### src/rtl/position_divider_scheduler.sv
// Position divider scheduler: shares one pipelined divider among the TBT, FA
// and SA magnitude sources. Toggle requests are edge-detected, arbitrated with
// fixed priority (TBT > FA > SA), and each grant sequences a magnitude latch,
// operand fill cycles and three divider beats (X, Y, Q) under credit control.
// Per-source 3-bit vectors (match/pending/overrun/enable) use bit 2 = TBT,
// bit 1 = FA, bit 0 = SA, matching the csr field order.
module position_divider_scheduler #(
    parameter int FILL_CYCLES     = 3,
    parameter int MAX_OUTSTANDING = 8,
    parameter int DATA_WIDTH      = 32
) (
    input  logic                  clk,
    input  logic                  reset,
    input  logic                  tbtInToggle,
    input  logic                  faInToggle,
    input  logic                  saInToggle,
    input  logic [DATA_WIDTH-1:0] gpioData,
    input  logic                  csrStrobe,
    output logic [DATA_WIDTH-1:0] csr,
    output logic                  srcLoad,
    output logic [1:0]            srcSelect,
    output logic [1:0]            opSelect,
    output logic                  opValid,
    input  logic                  opReady,
    input  logic                  resultValid,
    output logic                  busy
);

    typedef enum logic [1:0] {S_IDLE, S_FILL, S_ISSUE} state_t;

    state_t     r_state, w_state_nxt;
    logic [2:0] r_match, r_pending, r_overrun, r_enable;
    logic       r_underflow;
    logic [3:0] r_out, w_out_nxt;
    logic [2:0] r_cnt, w_cnt_nxt;
    logic       r_srcLoad, w_srcLoad_nxt;
    logic [1:0] r_srcSel, w_srcSel_nxt;
    logic [1:0] r_opSel, w_opSel_nxt;
    logic       r_opValid, w_opValid_nxt;
    logic [2:0] w_tog, w_req, w_gnt_oh, w_ovr_clr;
    logic [1:0] w_gnt_code;
    logic       w_acc, w_ret, w_uf, w_room, w_uf_clr;
    logic       w_unused_gpio;

    assign w_tog     = {tbtInToggle, faInToggle, saInToggle};
    assign w_req     = (w_tog ^ r_match) & r_enable;
    assign w_acc     = r_opValid & opReady;
    // A return with nothing outstanding is an underflow unless a beat is
    // accepted in the same cycle (net count is unchanged then).
    assign w_uf      = resultValid & ~w_acc & (r_out == 4'd0);
    assign w_ret     = resultValid & ~w_uf;
    assign w_room    = w_out_nxt < 4'(MAX_OUTSTANDING);
    assign w_ovr_clr = csrStrobe ? gpioData[31:29] : 3'b000;
    assign w_uf_clr  = csrStrobe & gpioData[28];
    assign w_unused_gpio = ^gpioData;

    // Next credit count: +1 per accepted beat, -1 per returned quotient.
    always_comb begin
        w_out_nxt = r_out;
        if (w_acc && !w_ret)      w_out_nxt = r_out + 4'd1;
        else if (!w_acc && w_ret) w_out_nxt = r_out - 4'd1;
    end

    // Fixed-priority encode of pending requests: TBT > FA > SA.
    always_comb begin
        w_gnt_code = 2'd2;
        if (r_pending[2])      w_gnt_code = 2'd0;
        else if (r_pending[1]) w_gnt_code = 2'd1;
    end

    // Request detect, sticky status, enables and credit counter.
    always_ff @(posedge clk) begin
        if (reset) begin
            r_match     <= w_tog;
            r_pending   <= 3'b000;
            r_overrun   <= 3'b000;
            r_underflow <= 1'b0;
            r_enable    <= 3'b111;
            r_out       <= 4'd0;
        end else begin
            r_match     <= w_tog;
            r_pending   <= (r_pending & ~w_gnt_oh) | w_req;
            // An edge on the source being granted this cycle is a fresh
            // request, not an overrun.
            r_overrun   <= (r_overrun & ~w_ovr_clr) | (w_req & r_pending & ~w_gnt_oh);
            r_underflow <= (r_underflow & ~w_uf_clr) | w_uf;
            if (csrStrobe) r_enable <= gpioData[2:0];
            r_out       <= w_out_nxt;
        end
    end

    // FSM state register.
    always_ff @(posedge clk) begin
        if (reset) r_state <= S_IDLE;
        else       r_state <= w_state_nxt;
    end

    // Registered sequencing outputs and fill counter.
    always_ff @(posedge clk) begin
        if (reset) begin
            r_cnt     <= 3'd0;
            r_srcLoad <= 1'b0;
            r_srcSel  <= 2'd0;
            r_opSel   <= 2'd0;
            r_opValid <= 1'b0;
        end else begin
            r_cnt     <= w_cnt_nxt;
            r_srcLoad <= w_srcLoad_nxt;
            r_srcSel  <= w_srcSel_nxt;
            r_opSel   <= w_opSel_nxt;
            r_opValid <= w_opValid_nxt;
        end
    end

    // Next-state and output decode. The fill counter is loaded with
    // FILL_CYCLES: the srcLoad cycle itself is spent in FILL ahead of the
    // FILL_CYCLES operand-pipeline cycles, so the first beat lands
    // FILL_CYCLES+1 cycles after srcLoad.
    always_comb begin
        w_state_nxt   = r_state;
        w_cnt_nxt     = r_cnt;
        w_srcLoad_nxt = 1'b0;
        w_srcSel_nxt  = r_srcSel;
        w_opSel_nxt   = r_opSel;
        w_opValid_nxt = r_opValid;
        w_gnt_oh      = 3'b000;
        case (r_state)
            S_IDLE: begin
                w_opValid_nxt = 1'b0;
                w_opSel_nxt   = 2'd0;
                if (|r_pending) begin
                    w_gnt_oh      = 3'b100 >> w_gnt_code;
                    w_srcSel_nxt  = w_gnt_code;
                    w_srcLoad_nxt = 1'b1;
                    w_cnt_nxt     = 3'(FILL_CYCLES);
                    w_state_nxt   = S_FILL;
                end
            end
            S_FILL: begin
                w_opSel_nxt = 2'd0;
                if (r_cnt == 3'd0) begin
                    w_opValid_nxt = w_room;
                    w_state_nxt   = S_ISSUE;
                end else begin
                    w_cnt_nxt = r_cnt - 3'd1;
                end
            end
            S_ISSUE: begin
                if (w_acc) begin
                    if (r_opSel == 2'd2) begin
                        w_opValid_nxt = 1'b0;
                        w_opSel_nxt   = 2'd0;
                        w_state_nxt   = S_IDLE;
                    end else begin
                        w_opSel_nxt   = r_opSel + 2'd1;
                        w_opValid_nxt = w_room;
                    end
                end else if (!r_opValid) begin
                    // Stalled on credits: raise valid once one is free.
                    w_opValid_nxt = w_room;
                end
            end
            default: w_state_nxt = S_IDLE;
        endcase
    end

    assign srcLoad   = r_srcLoad;
    assign srcSelect = r_srcSel;
    assign opSelect  = r_opSel;
    assign opValid   = r_opValid;
    assign busy      = (r_state != S_IDLE);
    assign csr       = DATA_WIDTH'({r_overrun, r_underflow, 4'b0000, r_out,
                                    r_pending, r_enable, 14'b0});

endmodule
### config.mk
export PLATFORM = sky130hd
export DESIGN_NAME = position_divider_scheduler
export DESIGN_NICKNAME = d
export VERILOG_FILES = /design/src/rtl/position_divider_scheduler.sv
export SDC_FILE = /design/constraint.sdc
export NUM_CORES = 1
export LEC_CHECK = 0
export ABC_AREA = 1
export BUFFER_PORTS_ARGS = -buffer_cell sky130_fd_sc_hd__buf_2
export CAP_MARGIN = 30
export CORE_MARGIN = 4
export CORE_UTILIZATION = 35
export DETAILED_ROUTE_END_ITERATION = 6
export GPL_TIMING_DRIVEN = 1
export SYNTH_ARGS = -nofsm -noshare
export SYNTH_HDL_FRONTEND = slang
export SYNTH_SLANG_ARGS = --single-unit
### constraint.sdc
create_clock -name clk -period 2 [get_ports clk]
set_input_delay 0.2 -clock clk [delete_from_list [all_inputs] [get_ports clk]]
set_output_delay 0.2 -clock clk [all_outputs]
set_load 0.1 [all_outputs]
==> results.yml, run 1 <==
final_layout:
  antenna_cells: 0
  drive_above_1_share: 0.259
  nNetsFinal: 288
  fillers: 435
  syn2layout_area_growth_pct: 14.9
  stdcell_count: 289
synthesis:
  yosys-top-cells-area: "dfxtp_1 37%, nand2_1 12%, buf_4 9.5%"
  synth_area_um2: 1500
  synth_seq_cells: 28
  syn_avg_cell_area_um2: 7.31
  synth_cell_types: 27
  synth_top_area_share: 0.374
  synth-main-ff-cell: "dfxtp_1"
  synth_commonest_cells: "47 x nand2_1, 28 x dfxtp_1, 24 x nor2_1, 19 x buf_4, 17 x inv_1"
  yosysWarnings: 0
  synth_top_area_cell: "dfxtp_1"
  async_flop_share: 0
  yosysMostFrequentCell: "nand2_1"
  synth-edff-count: 0
  yosysSeqAreaShare: 0.374
  syn-instance-count: 205
clocking:
  cts-root-buf: "clkbuf_8"
  cts_buffer_depth: 2
  cts_resized: 0
  cts_tree: "built"
  insertion_delay_ns: 0.28
  h-tree-depth: 1
  path_clk_slew_ns: 0.10
  cts-hold-fix-buffers: 0
  cts.sinks: 28
  postCtsSetupRepairBufs: 0
  cts_buffers: 3
worst_setup_path:
  startpoint: "r_state[0]"
  worstSetupStartpointType: "register"
  endpoint: "busy"
  r2r_start: "r_state[0]"
  worstSetupPathType: "reg -> out"
  cp_slowest_cell: "buf_2"
  arrival_ns: 1.57
  path_max_fanout: 6
  crit_chain: "inv_1, ha_1, inv_2, buf_2"
  rr_endpoint: "r_state[0]"
  slowest_delay_ns: 0.44
  r2r_slack_ns: 0.45
  required_ns: 1.80
  reg2reg_depth: 8
  crit_path_end_kind: "output pin"
timing:
  rsz0062_at_grt: "no"
  max_freq_mhz: 566
  slew_violations: 0
  setup_tns_ns: 0
  hold_viol: 0
  clock_skew_ns: 0.00671
  fin_crit_sh: 0.883
  setup_violations: 0
  min_period_ns: 1.77
power:
  power.density_nw_per_um2: 1820
  p_leak_uw: 0.000876
  clockPowerShare: 0.145
  switching_power_uw: 1740
  vdd_drop_max_mv: 0.873
  p_comb_frac: 0.599
  p_seq_frac: 0.256
  swShare: 0.556
  power_uw: 3120
  power.internal_uw: 1390
floorplanning:
  die_w_um: 73.4
  initial_core_util: 0.369
  fp-row-count: 23
  die-height_um: 73.4
  io_pins: 79
  design.die.area_um2: 5390
  core-area_um2: 4060
global_routing:
  use_met2: 0.179
  grt_pass1_wl_mm: 4.67
  grtUsageMet3: 0.0246
  antenna_found_initial: 0
  met1_usage: 0.143
  grt_remaining_overflow: 0
  grt_pass1_vias: 1090
  grtUsageTotal: 0.110
  grt_max_degree: 18
  grt_busiest_layer: "met2"
placed_design:
  portBuffers: 35
  gp_congestion: 0.833
  place_inst: 285
  dp_hpwl_mm: 2.34
routing:
  drtIter0Drc: 47
  ant_nets: 0
  first_pass_iters: 4
  wl_per_cell_um: 10.3
  drc: 0
  viasPerCell: 4.28
  via_count: 1237
  wirelength_mm: 2.98
min_path:
  holdCritPathClass: "in -> reg"
  hold-path-cell-count: 1
outcome:
  status: "completed"
run:
  drv_cap: 0
[power groups by stage]
| stage | clock network, uW | logic (uW) | registers [uW] |
|---|---|---|---|
| final | 454 | 1870 | 799 |
| after global routing | 488 | 2030 | 820 |
| after CTS | 469 | 1880 | 802 |
| after detailed placement | 0 | 1870 | 815 |
| after global placement | 0 | 1870 | 811 |
| after floorplan | 0 | 1120 | 1340 |
[cells in the final DEF (no fill, tap or decap), types with 3 or more instances in the layout]
cell      instances
dfxtp_1          25
clkbuf_8          3
inv_1            17
dfxtp_2           3
o21ai_0           8
nand3_1           7
nor2_1           24
a31oi_1           5
nand3_2           3
nand2_1          47
ha_1              8
a21oi_1          13
conb_1           18
nand2_2           6
inv_2             5
buf_2            35
[state kept, by name, indices dropped and copies added (netlist names)]
signal / flops
srcSelect: 2
r_state: 2
srcLoad: 1
r_cnt: 3
r_match: 3
r_enable: 3
r_underflow: 1
r_out: 4
opValid: 1
opSelect: 2
r_pending: 3
r_overrun: 3
[per-layer routing]
| metal | routed length [um] | share of wire | vias to the layer above |
|---|---|---|---|
| met4 | 34 | 0.011 | 0 |
| met2 | 1350 | 0.45 | 25 |
| met1 | 1420 | 0.48 | 532 |
| met5 | 0 | 0 | - |
| met3 | 176 | 0.059 | 4 |
| li1 | - | - | 676 |
[cells by family after synthesis]
| logic type | after synthesis | synth area share |
|---|---|---|
| AOI/OAI and AO/OA | 31 | 0.118 |
| xor gates and xnor gates | 2 | 0.0117 |
| adders and majority gates | 8 | 0.0668 |
| buffers and inverters | 44 | 0.158 |
| DFF | 28 | 0.374 |
| other | 1 | 0.00250 |
| and+or+nand+nor | 91 | 0.269 |
[worst min path at each step]
stage          startpoint  slack [ns]          to
3_5_place_dp   saInToggle        0.33  r_match[0]
2_1_floorplan  saInToggle        0.23  r_match[0]
3_3_place_gp   saInToggle        0.33  r_match[0]
5_1_grt        saInToggle        0.03  r_match[0]
4_1_cts        saInToggle        0.04  r_match[0]
6_report       saInToggle        0.05  r_match[0]
[final cells by class]
| type | instances | area (um^2) | share of cell area |
|---|---|---|---|
| clock buffers | 3 | 41.3 | 0.0240 |
| clock inverters | 1 | 30.0 | 0.0175 |
| inverters | 22 | 82.6 | 0.0480 |
| flip-flops and latches | 28 | 564 | 0.328 |
| multi-input cells | 150 | 764 | 0.444 |
| repair buffers | 35 | 175 | 0.102 |
| well taps | 50 | 62.6 | 0.0364 |
[through the flow]
step	cell area, um^2	hold slack, ns	util	setup slack, ns
CTS	1720	0.0364	0.424	0.226
finish	1720	0.0471	0.424	0.233
floorplan	1570	0.228	-	0.0391
detailed placement	1650	0.332	0.406	0.451
global route	1720	0.0340	0.424	0.168
global placement	1650	0.331	0.406	0.452
[critical path, delay by kind of cell, from the launching register on]
| kind | cells | cell delay, ns |
|---|---|---|
| buf+inv | 3 | 0.66 |
| fa+ha+maj | 1 | 0.26 |
| flops | 1 | 0.37 |
No activity file was read; power rests on OpenSTA's default activity.
==> run 2, diff against run 1 <==
CORE_MARGIN = not set   (was 4)
MAX_ROUTING_LAYER = met4   (was not set)
==> run 2 against run 1 <==
Compared with the run above:
- first-iteration DRC count increased by 53%
- core utilization unchanged
- clock skew decreased by 0.00097 ns
- total power decreased by 0.69%
- clock power decreased by 3%
- worst hold slack about the same
- largest power group unchanged
==> results.yml, run 2 (synthesized netlist as in run 1, its figures left out) <==
worst_setup_path:
  r2r_start: "r_state[0]"
  r2r_slack_ns: 0.46
  rr_endpoint: "r_state[0]"
  reg2reg_depth: 8
  startpoint: "r_state[0]"
  arrival_ns: 1.55
  worstSetupStartpointType: "register"
  required_ns: 1.80
  path_max_fanout: 6
  worstSetupPathType: "reg -> out"
  crit_path_end_kind: "output pin"
  endpoint: "busy"
timing:
  clock_skew_ns: 0.00574
  setup_violations: 0
  rsz0062_at_grt: "no"
  worst_slack_ns: 0.254
  hold_viol: 0
  min_period_ns: 1.75
  whs_ns: 0.0467
  max_freq_mhz: 573
  slew_violations: 0
  setup_tns_ns: 0
  fin_crit_sh: 0.873
global_routing:
  grt_pass1_wl_mm: 4.13
  grt_max_degree: 18
  grtUsageTotal: 0.123
  antenna_found_initial: 0
  grt_remaining_overflow: 0
  grt_pass1_vias: 1007
clocking:
  cts-hold-fix-buffers: 0
  cts_resized: 0
  path_clk_slew_ns: 0.10
  h-tree-depth: 1
  cts_buffers: 3
  cts.sinks: 28
  cts_buffer_depth: 2
  cts-root-buf: "clkbuf_8"
  cts_tree: "built"
  postCtsSetupRepairBufs: 0
  insertion_delay_ns: 0.27
placed_design:
  dp_hpwl_mm: 2.15
  place_area_um2: 1650
  post-place-ws_ns: 0.459
  gp_congestion: 0.766
  portBuffers: 35
floorplanning:
  core-area_um2: 4060
  initial_core_util: 0.369
  die-height_um: 67.4
  io_pins: 79
  design.die.area_um2: 4540
  fp-row-count: 23
  die_w_um: 67.4
power:
  p_leak_uw: 0.000876
  vdd_drop_max_mv: 0.581
  power.density_nw_per_um2: 1800
run:
  drv_cap: 0
final_layout:
  final_common_cell: "nand2_1"
  nNetsFinal: 288
  antenna_cells: 0
  fillers: 431
  syn2layout_area_growth_pct: 14.9
  most-common-layout-cells: "47 x nand2_1, 35 x buf_2, 25 x dfxtp_1"
  regMostFlops: "r_out"
  fin_area_um2: 1720
  largest_reg_flops: 4
  drive_above_1_share: 0.259
min_path:
  min-delay-start: "saInToggle"
  holdCritPathClass: "in -> reg"
routing:
  drc: 0
  viasPerCell: 4.30
  first_pass_iters: 4
  ant_nets: 0
  via_count: 1244
  wl_per_cell_um: 9.40
  wirelength_mm: 2.72
  drtIter0Drc: 72
outcome:
  status: "completed"
run 2: how the worst min path moves through the flow:
stage	depth (start not counted)	slack [ns]	endpoint
global placement	1	0.33	r_match[0]
floorplan	0	0.23	r_match[0]
detailed placement	1	0.33	r_match[0]
finish	1	0.05	r_match[0]
CTS	1	0.04	r_match[0]
global route	1	0.03	r_match[0]
run 2: power breakdown:
part,total (uW),internal [uW],switching [uW],leakage [uW]
clock network,441,268,173,0.0000357
logic,1860,419,1440,0.000607
registers,798,697,101,0.000233
run 2: routing by layer:
layer | GRT usage | wire (um)
met1 | 0.150 | 1380
met2 | 0.201 | 1220
met3 | 0.0253 | 103
met4 | 0.0399 | 18
met5 | - | 0
run 2: through the flow:
| step | utilization | cells | total power [uW] |
|---|---|---|---|
| floorplan | - | 222 | 2450 |
| global placement | 0.406 | 285 | 2670 |
| detailed placement | 0.406 | 285 | 2680 |
| CTS | 0.424 | 289 | 3130 |
| global route | 0.424 | 289 | 3330 |
| finish | 0.424 | 289 | 3100 |
run 2: final cells by class:
type | instances | area, um^2 | share of cell area
Sequential cell | 28 | 564 | 0.328
Inverter | 22 | 82.6 | 0.0480
Tap cell | 50 | 62.6 | 0.0364
Clock inverter | 1 | 30.0 | 0.0175
Multi-Input combinational cell | 150 | 764 | 0.444
Clock buffer | 3 | 41.3 | 0.0240
Timing Repair Buffer | 35 | 175 | 0.102
run 2: critical path, cell delays in order (launching register included):
cell	delay, ns
dfxtp_1	0.37
inv_1	0.09
ha_1	0.26
inv_2	0.12
buf_2	0.44
